**src/rtl/key_char_fifo_if.sv**
```systemverilog
// key_char_fifo_if: keystroke input side and character output handshake of key_char_fifo.
// The slave modport is the buffer itself; the master modport is the surrounding logic.
interface key_char_fifo_if #(
    parameter int unsigned DEPTH = 16
);
    localparam int unsigned CW = $clog2(DEPTH) + 1;

    logic [7:0]    key_ascii;
    logic          key_press;
    logic          key_held;
    logic          clear;
    logic [7:0]    out_ascii;
    logic          out_valid;
    logic          out_ready;
    logic [CW-1:0] count;
    logic          overflow;

    modport master (
        output key_ascii,
        output key_press,
        output key_held,
        output clear,
        output out_ready,
        input  out_ascii,
        input  out_valid,
        input  count,
        input  overflow
    );

    modport slave (
        input  key_ascii,
        input  key_press,
        input  key_held,
        input  clear,
        input  out_ready,
        output out_ascii,
        output out_valid,
        output count,
        output overflow
    );
endinterface

```
**src/rtl/key_char_fifo.sv**
```systemverilog
// key_char_fifo: buffers decoded keystrokes, generates typematic auto-repeat while a key is
// held, and presents characters through a first-word-fall-through FIFO with a sticky
// overflow flag. The interface instance must use the same DEPTH as this module.
module key_char_fifo #(
    parameter int unsigned DEPTH         = 16,
    parameter int unsigned REPEAT_DELAY  = 50_000_000,
    parameter int unsigned REPEAT_PERIOD = 10_000_000
) (
    input logic            clk,
    input logic            rst,
    key_char_fifo_if.slave bus
);
    localparam int unsigned AW   = $clog2(DEPTH);
    localparam int unsigned CW   = $clog2(DEPTH) + 1;
    localparam int unsigned TMAX = (REPEAT_DELAY > REPEAT_PERIOD) ? REPEAT_DELAY : REPEAT_PERIOD;
    localparam int unsigned TW   = (TMAX > 1) ? $clog2(TMAX) : 1;

    localparam logic [TW-1:0] DELAY_LAST  = TW'(REPEAT_DELAY - 1);
    localparam logic [TW-1:0] PERIOD_LAST = TW'(REPEAT_PERIOD - 1);
    localparam logic [CW-1:0] FULL_COUNT  = CW'(DEPTH);

    typedef enum logic [1:0] {
        StIdle,
        StDelay,
        StRepeat
    } state_e;

    state_e        state;
    logic [TW-1:0] timer;
    logic [7:0]    rep_char;

    logic [7:0]    mem [DEPTH];
    logic [AW-1:0] wr_ptr;
    logic [AW-1:0] rd_ptr;
    logic [CW-1:0] count;
    logic          overflow;

    logic          key_push;
    logic          timer_push;
    logic          push_req;
    logic [7:0]    push_data;
    logic          pop;
    logic          accept;

    // Push/pop decode: a real key press wins over a repeat, and clear suppresses everything.
    always_comb begin
        key_push   = bus.key_press && (bus.key_ascii != 8'h00);
        timer_push = bus.key_held &&
                     (((state == StDelay)  && (timer == DELAY_LAST)) ||
                      ((state == StRepeat) && (timer == PERIOD_LAST)));
        push_req   = !bus.clear && (key_push || timer_push);
        push_data  = key_push ? bus.key_ascii : rep_char;
        pop        = !bus.clear && (count != '0) && bus.out_ready;
        // A full FIFO still takes a push when the head leaves in the same cycle.
        accept     = push_req && ((count != FULL_COUNT) || pop);
    end

    // Typematic repeat FSM: press restarts the delay, release always returns to idle.
    always_ff @(posedge clk or negedge rst) begin
        if (!rst) begin
            state    <= StIdle;
            timer    <= '0;
            rep_char <= 8'h00;
        end else if (bus.clear) begin
            state <= StIdle;
            timer <= '0;
        end else if (key_push) begin
            rep_char <= bus.key_ascii;
            timer    <= '0;
            state    <= StDelay;
        end else begin
            case (state)
                StIdle: begin
                    timer <= '0;
                end
                StDelay: begin
                    if (!bus.key_held) begin
                        state <= StIdle;
                    end else if (timer == DELAY_LAST) begin
                        timer <= '0;
                        state <= StRepeat;
                    end else begin
                        timer <= timer + TW'(1);
                    end
                end
                StRepeat: begin
                    if (!bus.key_held) begin
                        state <= StIdle;
                    end else if (timer == PERIOD_LAST) begin
                        timer <= '0;
                    end else begin
                        timer <= timer + TW'(1);
                    end
                end
                default: begin
                    state <= StIdle;
                    timer <= '0;
                end
            endcase
        end
    end

    // FIFO pointers, occupancy and sticky overflow; pointers wrap naturally (DEPTH is 2^n).
    always_ff @(posedge clk or negedge rst) begin
        if (!rst) begin
            wr_ptr   <= '0;
            rd_ptr   <= '0;
            count    <= '0;
            overflow <= 1'b0;
        end else if (bus.clear) begin
            wr_ptr   <= '0;
            rd_ptr   <= '0;
            count    <= '0;
            overflow <= 1'b0;
        end else begin
            if (accept) begin
                wr_ptr <= wr_ptr + AW'(1);
            end
            if (pop) begin
                rd_ptr <= rd_ptr + AW'(1);
            end
            if (push_req && !accept) begin
                overflow <= 1'b1;
            end
            case ({accept, pop})
                2'b10:   count <= count + CW'(1);
                2'b01:   count <= count - CW'(1);
                default: count <= count;
            endcase
        end
    end

    // Character storage; contents are don't-care until written, so no reset.
    always_ff @(posedge clk) begin
        if (accept) begin
            mem[wr_ptr] <= push_data;
        end
    end

    assign bus.out_valid = (count != '0);
    assign bus.out_ascii = (count != '0) ? mem[rd_ptr] : 8'h00;
    assign bus.count     = count;
    assign bus.overflow  = overflow;
endmodule
```
**src/flat_wrapper.sv**
```systemverilog
// flat-port wrapper written by rule: the top's interface ports become plain ports
module key_char_fifo_flat 
#(
    parameter int unsigned DEPTH         = 16,
    parameter int unsigned REPEAT_DELAY  = 50_000_000,
    parameter int unsigned REPEAT_PERIOD = 10_000_000
)
  (clk, rst, bus_key_ascii, bus_key_press, bus_key_held, bus_clear, bus_out_ready, bus_out_ascii, bus_out_valid, bus_count, bus_overflow);
  key_char_fifo_if #(.DEPTH(DEPTH)) bus_i ();
  input logic clk;
  input logic rst;
  input wire logic [$bits(bus_i.key_ascii)-1:0] bus_key_ascii;
  input wire logic [$bits(bus_i.key_press)-1:0] bus_key_press;
  input wire logic [$bits(bus_i.key_held)-1:0] bus_key_held;
  input wire logic [$bits(bus_i.clear)-1:0] bus_clear;
  input wire logic [$bits(bus_i.out_ready)-1:0] bus_out_ready;
  output wire logic [$bits(bus_i.out_ascii)-1:0] bus_out_ascii;
  output wire logic [$bits(bus_i.out_valid)-1:0] bus_out_valid;
  output wire logic [$bits(bus_i.count)-1:0] bus_count;
  output wire logic [$bits(bus_i.overflow)-1:0] bus_overflow;
  assign bus_i.key_ascii = bus_key_ascii;
  assign bus_i.key_press = bus_key_press;
  assign bus_i.key_held = bus_key_held;
  assign bus_i.clear = bus_clear;
  assign bus_i.out_ready = bus_out_ready;
  assign bus_out_ascii = bus_i.out_ascii;
  assign bus_out_valid = bus_i.out_valid;
  assign bus_count = bus_i.count;
  assign bus_overflow = bus_i.overflow;
  key_char_fifo #(.DEPTH(DEPTH), .REPEAT_DELAY(REPEAT_DELAY), .REPEAT_PERIOD(REPEAT_PERIOD)) u_core (.clk(clk), .rst(rst), .bus(bus_i));
endmodule
```
**config.mk**
```make
export PLATFORM = sky130hd
export DESIGN_NAME = key_char_fifo_flat
export DESIGN_NICKNAME = d
export VERILOG_FILES = /design/src/rtl/key_char_fifo_if.sv /design/src/rtl/key_char_fifo.sv /design/src/flat_wrapper.sv
export SDC_FILE = /design/constraint.sdc
export NUM_CORES = 1
export LEC_CHECK = 0
export ABC_AREA = 1
export BUFFER_PORTS_ARGS = -buffer_cell sky130_fd_sc_hd__buf_2
export CORE_MARGIN = 5
export CORE_UTILIZATION = 26
export CTS_CLUSTER_DIAMETER = 80
export DETAILED_ROUTE_END_ITERATION = 12
export GPL_TIMING_DRIVEN = 0
export SETUP_SLACK_MARGIN = 0.3
export SYNTH_ARGS = -nofsm -noshare
export SYNTH_HDL_FRONTEND = slang
export SYNTH_SLANG_ARGS = --single-unit
```
**constraint.sdc**
```tcl
create_clock -name clk -period 4.4 [get_ports clk]
set_input_delay 0.22 -clock clk [delete_from_list [all_inputs] [get_ports clk]]
set_output_delay 0.22 -clock clk [all_outputs]
set_load 0.02 [all_outputs]
```
==> results by group <==
Logic synthesis
  – Syn. warnings: 0
  – Synthesized net count: 844
  – Post-synthesis xor/xnor area fraction: 0.01373
  – Post-Syn Area: 8292 µm²
  – Post-Synth Simple-Gate Area: 0.1903
  – Multiplexer area fraction after synthesis: 0.009657
  – Synth Area in Adders: 0.02052
  – Synth Instances: 817
  – Post-synth EDFFs: between 100 and 150
  – Avg Cell Area, Syn: 10.15 µm²
  – Synth Register Bits: 178
  – Ys async rst share: 0.2809
  – Sequential share of the synthesized area: 0.6145
  – Yosys cell types: 45
  – Compound-Gate Fraction of Synth Area: 0.1067
  – Largest family of logic cells by synthesized area: simple AND/OR/NAND/NOR gates
  – Most used flip-flop cell after synthesis: edfxtp_1

Route
  – Wl on met1: 9.363 mm
  – Iteration-0 DRC Markers: 459
  – Residual DRC count: 0
  – Met3 WL: 1.301 mm
  – Via-to-Cell Ratio: 4.759
  – Highest routed layer: met5
  – Router iterations before antenna repair: 5
  – Total number of vias: ~6100
  – Count of antenna-violating nets left after detailed routing: 0
  – Drt total wl: 20.74 mm
  – Met2 WL: 9.737 mm
  – Detailed-route wire length per cell: 16.10 µm

Critical path
  – Max stage delay on crit path: 0.70 ns
  – CP arrival: 2.89 ns
  – CP max FO: 8
  – Top cell by count, worst path: nand2_1
  – Worst Path Required: approximately 4.5 ns
  – CP startpoint kind: flop
  – Cell Chain, Critical Path: inv_1 > nand4_2 > nand2_1 > nor2_2 > inv_2 > nand2_1 > nand2_2 > inv_4 > nand2_1 > nor2_1
  – Worst setup EP type: flop
  – Slowest CP cell: nor2_1
  – Worst setup path class: reg -> reg

Timing
  – Tcrit/Tclk final: 0.6434
  – Skew final: ~0.014 ns
  – Worst slew pin tran: 0.8760 ns
  – Fin Setup TNS: 0 ns
  – Final setup vio count: 0
  – Setup ws final: 1.569 ns
  – RSZ-0062 raised after global routing: false
  – Final hold vios: 0
  – Relative slew slack: 0.4138
  – Max Fclk: 0.3532 GHz
  – Fin Hold WS: ~0.032 ns
  – Max Slew Vio Count: 0
  – Min cycle time layout: roughly 2.8 ns

Die
  – Die Ht: 188.6 µm
  – Die Wd: 188.6 µm
  – Initial Util: 0.2628
  – Standard-cell row count: 65
  – Total die area: 35560 µm²
  – Core area: 31560 µm²
  – I/O pins: 29

Placement
  – Gpl congestion: 0.8785
  – # port buffers: 28
  – Detailed Place HPWL: 15.03 mm
  – Pre-CTS WS: about 1.6 ns

Clock tree
  – Clock Tree Buf Depth: 2
  – Post-CTS Resized: 0
  – Cts hold-fix bufs: 0
  – Clock slew at reported path FFs: 0.07 ns
  – Root Buffer: clkbuf_16
  – CTS tree: yes
  – Total CTS buffers: 17
  – Postcts setup bufs: 0
  – Clock latency on the worst-skew pair: roughly 0.44 ns
  – Clock Sinks: 178
  – H-tree Lvls: 4

Final layout
  – Commonest non-fill, non-tap cells in the layout: nand2_1, edfxtp_1, nor2_1
  – Final nets: 900
  – ANT cells: 0
  – Syn-to-layout area delta: 16.24%
  – Commonest non-fill, non-tap cell in the layout: nand2_1
  – Layout cells sized above 1: 0.1253
  – Post-Route Utilization: 0.3054

Global route
  – Initial antenna violation count: 1
  – GRT overflow: 0
  – First-pass GRT wire length: between 30 and 40 mm
  – Total GRT Usage: 0.1185
  – Largest net degree at the start of global routing: 51
  – Number of global-route vias before repair: 5938

Min path
  – HP Class: in -> reg

Power and ir drop
  – Maximum VDD drop: 0.2389 mV
  – PwrDens: 476.9 nW/µm²
  – Leakage: 3.672 nW

Job
  – Max-Cap Viols: 0

Run status
  – Status: completed
[sequential cells by signal, summed over array words and instances (netlist names)]
signal	cells
u_core.rep_char	8
u_core.bus.overflow	1
u_core.timer	26
u_core.mem	128
u_core.rd_ptr	4
u_core.bus.count	5
u_core.state	2
u_core.wr_ptr	4
[cells in the mapped netlist, types with 3 or more instances]
master / count / area share
mux2i_1: 8 / 0.0097
edfxtp_1: 128 / 0.46
nor2_2: 5 / 0.0038
buf_2: 8 / 0.0048
a211oi_1: 8 / 0.0072
nor4_1: 4 / 0.0030
nand3_2: 3 / 0.0036
o221ai_1: 8 / 0.0085
a21oi_1: 49 / 0.030
nand2_2: 10 / 0.0075
nand4_1: 5 / 0.0038
o21ai_0: 37 / 0.022
nor2_1: 98 / 0.044
clkbuf_1: 15 / 0.0068
nor2_4: 3 / 0.0041
dfrtp_1: 50 / 0.15
inv_2: 8 / 0.0036
ha_1: 12 / 0.018
a21boi_0: 8 / 0.0072
nor3_1: 18 / 0.011
nand3_1: 44 / 0.027
o21ai_1: 8 / 0.0048
xor2_1: 11 / 0.012
o22ai_1: 14 / 0.011
inv_1: 55 / 0.025
a221oi_1: 8 / 0.0085
clkinv_1: 5 / 0.0023
nand2_1: 163 / 0.074
[worst max-delay path, delay by kind of cell, from the launching register on]
family / cells / cell delay, ns
simple gates: 7 / 1.69
buf+inv: 3 / 0.29
flops: 1 / 0.46
[through the flow]
stage | power, mW | cell area, µm² | instances
2_1_floorplan | 2.669 | 8292 | 817
3_5_place_dp | 3.077 | 9014 | 1255
6_report | 4.597 | 9638 | 1288
5_1_grt | 4.829 | 9638 | 1288
3_3_place_gp | 3.051 | 8935 | 1247
4_1_cts | 4.637 | 9625 | 1287
[report_power, final]
part | leakage (nW) | internal, mW | switching [mW]
clock | 0.292 | 0.865 | 0.702
sequential | 1.84 | 1.88 | 0.0445
combinational | 1.54 | 0.334 | 0.772
[metal layers]
metal | global-route usage | vias up
li1 | - | 2954
met1 | 0.1585 | 2957
met2 | 0.1890 | 190
met3 | 0.03372 | 27
met4 | 0.03363 | 2
met5 | 0 | -
[cells by family (layout without fill, tap and decap cells)]
family | after synthesis | in the layout
compound gates | 149 | 149
flops | 178 | 178
simple gates | 361 | 361
xor+xnor | 13 | 13
mux | 8 | 8
buf+inv | 95 | 164
fa+ha+maj | 13 | 13
[area by class of cell]
class / instances / area (µm²)
Fill cell: 3260 / 21920
Clock buffer: 18 / 429.2
Clock inverter: 14 / 182.7
Multi-Input combinational cell: 544 / 2826
Timing Repair Buffer: 37 / 231.5
Tap cell: 402 / 503.0
Sequential cell: 178 / 5095
Inverter: 69 / 261.5
Buffer: 26 / 108.9
[path summary, 6_finish.rpt]
| kind | slack [ns] | endpoint | start | depth (start not counted) |
|---|---|---|---|---|
| max | 1.57 | u_core.mem[8][4] | u_core.bus.count[1] | 10 |
| min | 0.03 | u_core.rep_char[2] | bus_key_ascii[2] | 3 |
| max reg2reg | 1.57 | u_core.mem[8][4] | u_core.bus.count[1] | 10 |
| min reg2reg | 0.51 | u_core.state[0] | u_core.state[0] | 2 |
| max in group asynchronous | 3.56 | u_core.rep_char[6] | rst | 2 |
| min in group asynchronous | 0.37 | u_core.timer[20] | rst | 2 |
Note: power is estimated with default switching activity, not from simulation.
